[src/rtl/ccff_pkg.sv]
// rtl/ccff_pkg.sv - shared FSM state type and counter-width helper for the ccff chain loader
package ccff_pkg;

  typedef enum logic [1:0] {
    ST_IDLE = 2'd0,
    ST_LOAD = 2'd1,
    ST_DONE = 2'd2
  } ccff_state_e;

  // Width that can hold the values 0..n inclusive.
  function automatic int cnt_width(input int n);
    return (n < 1) ? 1 : $clog2(n + 1);
  endfunction

endpackage

[src/rtl/ccff_word_shifter.sv]
// rtl/ccff_word_shifter.sv - holds one bitstream word and presents it LSB first, one bit per shift
module ccff_word_shifter #(
  parameter int WORD_W = 8
) (
  input  logic              prog_clk,
  input  logic              prog_rst_n,
  input  logic              flush,
  input  logic              load,
  input  logic              shift,
  input  logic [WORD_W-1:0] load_data,
  output logic              full,
  output logic              bit_out,
  output logic              last_bit
);
  import ccff_pkg::*;

  localparam int IDX_W = (WORD_W > 1) ? $clog2(WORD_W) : 1;
  localparam logic [IDX_W-1:0] IDX_LAST = IDX_W'(WORD_W - 1);

  logic [WORD_W-1:0] word_d, word_q;
  logic [IDX_W-1:0]  idx_d, idx_q;
  logic              full_d, full_q;

  // A load in the same cycle as the final shift refills the holder without a gap.
  always_comb begin
    word_d = word_q;
    idx_d  = idx_q;
    full_d = full_q;
    if (flush) begin
      full_d = 1'b0;
      idx_d  = '0;
    end else if (load) begin
      word_d = load_data;
      idx_d  = '0;
      full_d = 1'b1;
    end else if (shift && full_q) begin
      if (idx_q == IDX_LAST) begin
        full_d = 1'b0;
        idx_d  = '0;
      end else begin
        idx_d = idx_q + IDX_W'(1);
      end
    end
  end

  always_ff @(posedge prog_clk or negedge prog_rst_n) begin
    if (!prog_rst_n) begin
      word_q <= '0;
      idx_q  <= '0;
      full_q <= 1'b0;
    end else begin
      word_q <= word_d;
      idx_q  <= idx_d;
      full_q <= full_d;
    end
  end

  assign full     = full_q;
  assign bit_out  = word_q[idx_q];
  assign last_bit = full_q && (idx_q == IDX_LAST);

endmodule

[src/rtl/ccff_chain_loader.sv]
// rtl/ccff_chain_loader.sv - streams a bitstream into a ccff chain; CCFF_READBACK_EN adds tail readback
module ccff_chain_loader
  import ccff_pkg::*;
#(
  parameter int CHAIN_LEN = 8,
  parameter int WORD_W    = 8
) (
  input  logic              prog_clk,
  input  logic              prog_rst_n,
  input  logic              start,
  input  logic              abort,
  input  logic              bs_valid,
  input  logic [WORD_W-1:0] bs_data,
  output logic              bs_ready,
  output logic              ccff_head,
  output logic              ccff_shift_en,
  input  logic              ccff_tail,
  output logic              busy,
  output logic              done,
  output logic              rb_valid,
  output logic [WORD_W-1:0] rb_data
);

  localparam int CNT_W = cnt_width(CHAIN_LEN);
  localparam logic [CNT_W-1:0] CNT_MAX = CNT_W'(CHAIN_LEN);

  ccff_state_e      state_d, state_q;
  logic [CNT_W-1:0] bit_cnt_d, bit_cnt_q;
  logic             sh_full, sh_bit, sh_last;
  logic             pass_start, all_shifted, room, accept, shift, flush;

  ccff_word_shifter #(.WORD_W(WORD_W)) u_shifter (
    .prog_clk   (prog_clk),
    .prog_rst_n (prog_rst_n),
    .flush      (flush),
    .load       (accept),
    .shift      (shift),
    .load_data  (bs_data),
    .full       (sh_full),
    .bit_out    (sh_bit),
    .last_bit   (sh_last)
  );

  always_comb begin
    state_d     = state_q;
    bit_cnt_d   = bit_cnt_q;
    pass_start  = (state_q == ST_IDLE) && start;
    all_shifted = (bit_cnt_q == CNT_MAX);
    // A new word is only taken if at least one of its bits will still fit in the chain.
    room        = !all_shifted &&
                  (!sh_full || (sh_last && ((bit_cnt_q + CNT_W'(1)) < CNT_MAX)));
    bs_ready    = (state_q == ST_LOAD) && !abort && room;
    accept      = bs_valid && bs_ready;
    shift       = (state_q == ST_LOAD) && sh_full && !all_shifted;
    flush       = (state_q != ST_LOAD) || abort || all_shifted;

    case (state_q)
      ST_IDLE: begin
        if (pass_start) begin
          state_d   = ST_LOAD;
          bit_cnt_d = '0;
        end
      end
      ST_LOAD: begin
        if (shift) bit_cnt_d = bit_cnt_q + CNT_W'(1);
        if (abort)            state_d = ST_IDLE;
        else if (all_shifted) state_d = ST_DONE;
      end
      ST_DONE: state_d = ST_IDLE;
      default: state_d = ST_IDLE;
    endcase
  end

  always_ff @(posedge prog_clk or negedge prog_rst_n) begin
    if (!prog_rst_n) begin
      state_q   <= ST_IDLE;
      bit_cnt_q <= '0;
    end else begin
      state_q   <= state_d;
      bit_cnt_q <= bit_cnt_d;
    end
  end

  assign ccff_shift_en = shift;
  assign ccff_head     = shift && sh_bit;
  assign busy          = (state_q != ST_IDLE);
  assign done          = (state_q == ST_DONE);

`ifdef CCFF_READBACK_EN
  localparam int RB_IDX_W = (WORD_W > 1) ? $clog2(WORD_W) : 1;
  localparam logic [RB_IDX_W-1:0] RB_LAST = RB_IDX_W'(WORD_W - 1);

  logic [WORD_W-1:0]   rb_acc_d, rb_acc_q, rb_data_d, rb_data_q, rb_word;
  logic [RB_IDX_W-1:0] rb_idx_d, rb_idx_q;
  logic                rb_valid_d, rb_valid_q;

  // Old chain contents fall out of the tail while the new bits go in at the head.
  always_comb begin
    rb_acc_d   = rb_acc_q;
    rb_idx_d   = rb_idx_q;
    rb_data_d  = rb_data_q;
    rb_valid_d = 1'b0;
    rb_word    = rb_acc_q | (WORD_W'(ccff_tail) << rb_idx_q);
    if (pass_start) begin
      rb_acc_d = '0;
      rb_idx_d = '0;
    end else if (shift) begin
      if ((rb_idx_q == RB_LAST) || ((bit_cnt_q + CNT_W'(1)) == CNT_MAX)) begin
        rb_data_d  = rb_word;
        rb_valid_d = 1'b1;
        rb_acc_d   = '0;
        rb_idx_d   = '0;
      end else begin
        rb_acc_d = rb_word;
        rb_idx_d = rb_idx_q + RB_IDX_W'(1);
      end
    end
  end

  always_ff @(posedge prog_clk or negedge prog_rst_n) begin
    if (!prog_rst_n) begin
      rb_acc_q   <= '0;
      rb_idx_q   <= '0;
      rb_data_q  <= '0;
      rb_valid_q <= 1'b0;
    end else begin
      rb_acc_q   <= rb_acc_d;
      rb_idx_q   <= rb_idx_d;
      rb_data_q  <= rb_data_d;
      rb_valid_q <= rb_valid_d;
    end
  end

  assign rb_valid = rb_valid_q;
  assign rb_data  = rb_data_q;
`else
  logic unused_tail;
  assign unused_tail = ccff_tail;
  assign rb_valid    = 1'b0;
  assign rb_data     = '0;
`endif

endmodule
[config.mk]
export PLATFORM = sky130hd
export DESIGN_NAME = ccff_chain_loader
export DESIGN_NICKNAME = d
export VERILOG_FILES = /design/src/rtl/ccff_pkg.sv /design/src/rtl/ccff_word_shifter.sv /design/src/rtl/ccff_chain_loader.sv
export SDC_FILE = /design/constraint.sdc
export NUM_CORES = 1
export LEC_CHECK = 0
export ABC_AREA = 1
export CAP_MARGIN = 20
export CORE_MARGIN = 1
export CORE_UTILIZATION = 51
export DETAILED_ROUTE_END_ITERATION = 12
export GPL_ROUTABILITY_DRIVEN = 1
export GPL_TIMING_DRIVEN = 0
export PLACE_DENSITY = 0.84
export SYNTH_ARGS = -nofsm -noshare
export SYNTH_HDL_FRONTEND = slang
export SYNTH_SLANG_ARGS = --single-unit
[constraint.sdc]
create_clock -name prog_clk -period 3.65 [get_ports prog_clk]
set_clock_uncertainty 0.05 [all_clocks]
set_input_delay 0.73 -clock prog_clk [delete_from_list [all_inputs] [get_ports prog_clk]]
set_output_delay 0.73 -clock prog_clk [all_outputs]
set_load 0.1 [all_outputs]
Word level (Yosys, flattened, before mapping) --
Cells that the tools add are included.
Word-level totals: bits in registers 18, bits of input ports 14, output and inout port bits 14, logic and storage cells 61
Cells by class: add/subtract/negate cells 2, $lt $le $gt $ge 2, equality and inequality tests 8, muxes and demuxes 17, bitwise operators 1, reductions and logical operators 26
Operators by type and width (count):
- 2-to-1 mux 3 bit | 4
- logical AND 1 bit | 11
- 2-to-1 mux 4 bit | 2
- case mux 4 bit (2 select lines) | 1
- 2-to-1 mux 2 bit | 3
- AND reduction 2 bit | 3
- nonzero test 3 bit | 2
- 2-to-1 mux 1 bit | 5
- adder 4 x 1 -> 4 bit, second input constant | 1
- == test 4 bit, second input constant | 1
- less-than comparator 3 x 4 -> 1 bit, second input constant | 1
- less-than comparator 4 bit, second input constant | 1
- != test 2 bit, second input constant | 2
- case mux 2 bit (2 select lines) | 1
- nonzero test 2 bit | 2
- adder 3 x 1 -> 3 bit, second input constant | 1
- binary-select mux 1 bit (select 3 bit) | 1
- == test 3 bit, second input constant | 1
- logical NOT 1 bit | 3
- logical OR 1 bit | 3
- != test 3 bit, second input constant | 1
- AND reduction 3 bit | 1
- == test 2 x 1 -> 1 bit, second input constant | 1
- == test 2 bit, second input constant | 1
- other kinds (3) | 3

Logic depth before layout (Yosys ltp) --
depth after elaboration 9, mapped depth 9, depth with buffers taken out 9

Cells and area by module --
Synthesis repeated with hierarchy kept, for this count alone.
Unflattened totals: cells, all modules 142, area total of the unflattened synthesis 1148.6 µm²
By module, submodules not included:
- ccff_word_shifter | times used 1, cells an instance 79, area an instance 646.9 µm², sequential area each 300.3 µm²
- ccff_chain_loader | times used 1, cells an instance 63, area an instance 501.7 µm², sequential area each 150.1 µm²

Least setup slack after synthesis --
No wires, ideal clock.
path kind register -> output, from register bit_cnt_q[0], to output ccff_head, arrival time 2964 ps, required time 2870 ps, slack -94 ps, cell stages (with the launch flop) 8, buffers on the path 0, cells stage by stage dfrtp_1 > inv_1 > ha_1 > nand3_1 > nand4_1 > clkinv_2 > nand2_1 > a31oi_1
Between the ends: cells in the longest elaborated chain, start to end 4
RTL lines:
- start, declared | line ccff_chain_loader.sv:28 | logic [CNT_W-1:0] bit_cnt_d, bit_cnt_q;
- start signal, assigned | line ccff_chain_loader.sv:80 | bit_cnt_q <= bit_cnt_d;
- == test 4 bit | line ccff_chain_loader.sv:48 | all_shifted = (bit_cnt_q == CNT_MAX);
- logical NOT 1 bit | line ccff_chain_loader.sv:54 | shift = (state_q == ST_LOAD) && sh_full && !all_shifted;
- logical AND 1 bit | line ccff_chain_loader.sv:54
- named net ccff_shift_en | line ccff_chain_loader.sv:16 | output logic ccff_shift_en,
- logical AND 1 bit | line ccff_chain_loader.sv:85 | assign ccff_head = shift && sh_bit;
- end, declared | line ccff_chain_loader.sv:15 | output logic ccff_head,
The timed path passes the listed nets, and every way through them passes these cells.

Worst setup path after layout --
from input abort, to output bs_ready
Between the ends: cells in the longest elaborated chain, start to end 3
RTL lines:
- start, declared | line ccff_chain_loader.sv:11 | input logic abort,
- logical NOT 1 bit | line ccff_chain_loader.sv:52 | bs_ready = (state_q == ST_LOAD) && !abort && room;
- logical AND 1 bit (2 in series) | line ccff_chain_loader.sv:52
- end, declared | line ccff_chain_loader.sv:14 | output logic bs_ready,
Every way passes these cells.

==> impl_results.md <==
* Critical path fanouts, max at 4
* Crit end category: output port
* WHS Endpoint: u_shifter.word_q[1]
* Clk_lat worst skew at 290 ps
* Antenna Nets Post-Route at 0
* GRT Overall Usage at 20.1%
* Area grow syn2layout at 26.0%
* Seq cells post-synth at 18
* Worst-path clk slew at 100 ps
* Fill count at 166
* Final nets at 170
* Cell area after synthesis at 0.00105 mm2
* Diode count at 0
* Commonest cells post-synth: nand2_1, dfrtp_1, inv_1
* Post-CTS Hold Buffers at 0
* Die ar. at 0.00224 mm2
* Vert. Die Dim at 47.3 um
* Global route overflow at 0
* Synth cell types at 24
* Synth Instances at 122
* Final hold violations at 0
* PwrDens at 453 mW/mm2
* Clk buf depth at 2
* Final period util at 92.5%
* Most frequent cell after synthesis: nand2_1
* Worst Slack Setup Final at 275 ps
* Worst setup SP type: input pin
* DP Wirelength at 1510 um
* RSZ-0062 raised after global routing: false
* Rows at 16
* Status: completed
* Mean post-synth cell area at 8.58 um2
* Slew Limit Headroom at 35.7%
* Worst-Margin Slew at 963 ps
* Yosys top cell area share at 43.0%
* Sequential area share after synthesis at 43.0%
* Critical Path AT at 2590 ps
* Initial antenna violation count at 0
* WS Path Type: input pin to output port
* Number of buffers created by CTS at 3
* Minimum clock period at 3370 ps
* FF-to-FF End: bit_cnt_q[2]
* Layout cells sized above 1 at 21.2%
* I/O Pins at 28
* Hold Crit Class: register to register
* 1st-iter DRT viols at 13
* Gp weighted congestion at 0.815
* Setup slack at placement at -9.71 ps
* Synth area leaders: dfrtp_1, nand2_1, o21ai_2
* Vias in the first global route at 726
* Endpoints failing setup at 0
* Max IR drop VDD at 0.360 mV
* Fmax at 296 MHz
* Worst EP required at 2870 ps
* First-pass DRT Iterations at 4
* Setup Fix Bufs, Post-CTS at 0
* LEAKAGE at 0.676 nW
* Drc violations at 0
* Starting Density at 53.9%
* Number of synthesized flops with an enable pin at 0
* Core area at 0.00194 mm2
* Yosys top cell by area: dfrtp_1
* Total power at 0.598 mW
* FF-to-FF Start: bit_cnt_q[0]
* Max cap viols at 0
* Reg-to-reg slack, setup at 1890 ps
* Root buf cell: clkbuf_4
* # clock sinks at 18
* Largest net degree at the start of global routing at 19
* DIE WIDTH at 47.3 um
* Port bufs at 17
* Async SR Flop Fraction at 100%
* Reg2reg path depth at 8
* CTS tree: built
* Post-synth top flop: dfrtp_1
* CTS resizes at 2
* CTS H-Tree Depth at 1
* Vias per inst at 4.75
* First-pass GRT wire length at 3000 um
* Max-slew violations at 0
* Routed vias at 845
* Mean routed wirelength per cell at 10.7 um
* HP Start: u_shifter.word_q[1]
* Yosys warning total at 0
* Hold Crit Depth at 2
* Routed WL at 1900 um
-- critical path, stage by stage --
cell,delay [ps]
clkdlybuf4s50_1,400
or2_4,280
nor2_8,120
inv_2,70
a21oi_1,120
dlygate4sd2_1,870
-- state kept, by name (all words and copies together), names as in the netlist --
register          cells
u_shifter.full        1
u_shifter.word_q      8
u_shifter.idx_q       3
state_q               2
bit_cnt_q             4
-- logic make-up after synthesis --
kind of cell               Yosys count  synth area share [%]
buffers and inverters               30                  14.8
DFF                                 18                  43.0
AOI/OAI and AO/OA                   26                  16.5
other                                1                 0.358
and+or+nand+nor                     43                  20.5
adders and majority gates            4                  4.78
-- power by group --
part           total (mW)  internal [mW]  leakage [nW]  switching [mW]
clock network       0.122         0.0608        0.0210          0.0611
logic               0.205         0.0673         0.418           0.138
registers           0.271          0.241         0.237          0.0295
-- how the worst max path moves through the flow --
| stage | from | to | slack [ps] | cells after the start |
|---|---|---|---|---|
| after floorplan | abort | bs_ready | 240 | 4 |
| after global placement | abort | bs_ready | 20 | 6 |
| after detailed placement | abort | bs_ready | -10 | 6 |
| after CTS | bit_cnt_q[0] | ccff_shift_en | 120 | 6 |
| after global routing | abort | bs_ready | 220 | 6 |
| final | abort | bs_ready | 280 | 6 |
-- through the flow --
stage          cells  setup TNS (ps)  util (%)  cell area, um2  hold WS [ps]
2_1_floorplan    130               0         -            1080           384
3_3_place_gp     174               0      66.3            1290           411
3_5_place_dp     174           -9.71      66.3            1290           420
4_1_cts          178               0      68.0            1320           445
5_1_grt          178               0      68.0            1320           465
6_report         178               0      68.0            1320           437
-- routing by layer --
metal / vias up / share of wire, % / track usage, %
li1: 427 / - / -
met5: - / 0 / 0
met4: 0 / 1.8 / 10.3
met1: 392 / 41 / 24.2
met3: 4 / 3.8 / 4.62
met2: 22 / 53 / 33.4
-- area by class of cell --
class,count,area (um2),area share [%]
multi-input combinational,82,478,36.2
sequential,18,450,34.1
timing repair buffer,17,166,12.6
buffer,10,78.8,5.97
inverter,20,76.3,5.78
clock buffer,4,36.3,2.75
tap,27,33.8,2.56
-- layout by cell type (no fill, tap or decap), types with 3 or more instances in the layout --
master,instances
dfrtp_1,18
conb_1,9
o21ai_2,8
o21ai_0,7
clkdlybuf4s50_1,14
ha_1,4
a21oi_1,6
inv_1,17
clkbuf_4,3
nand3_1,4
nor2_1,9
nand2_1,24
buf_4,9
No activity file was read; power rests on OpenSTA's default activity.
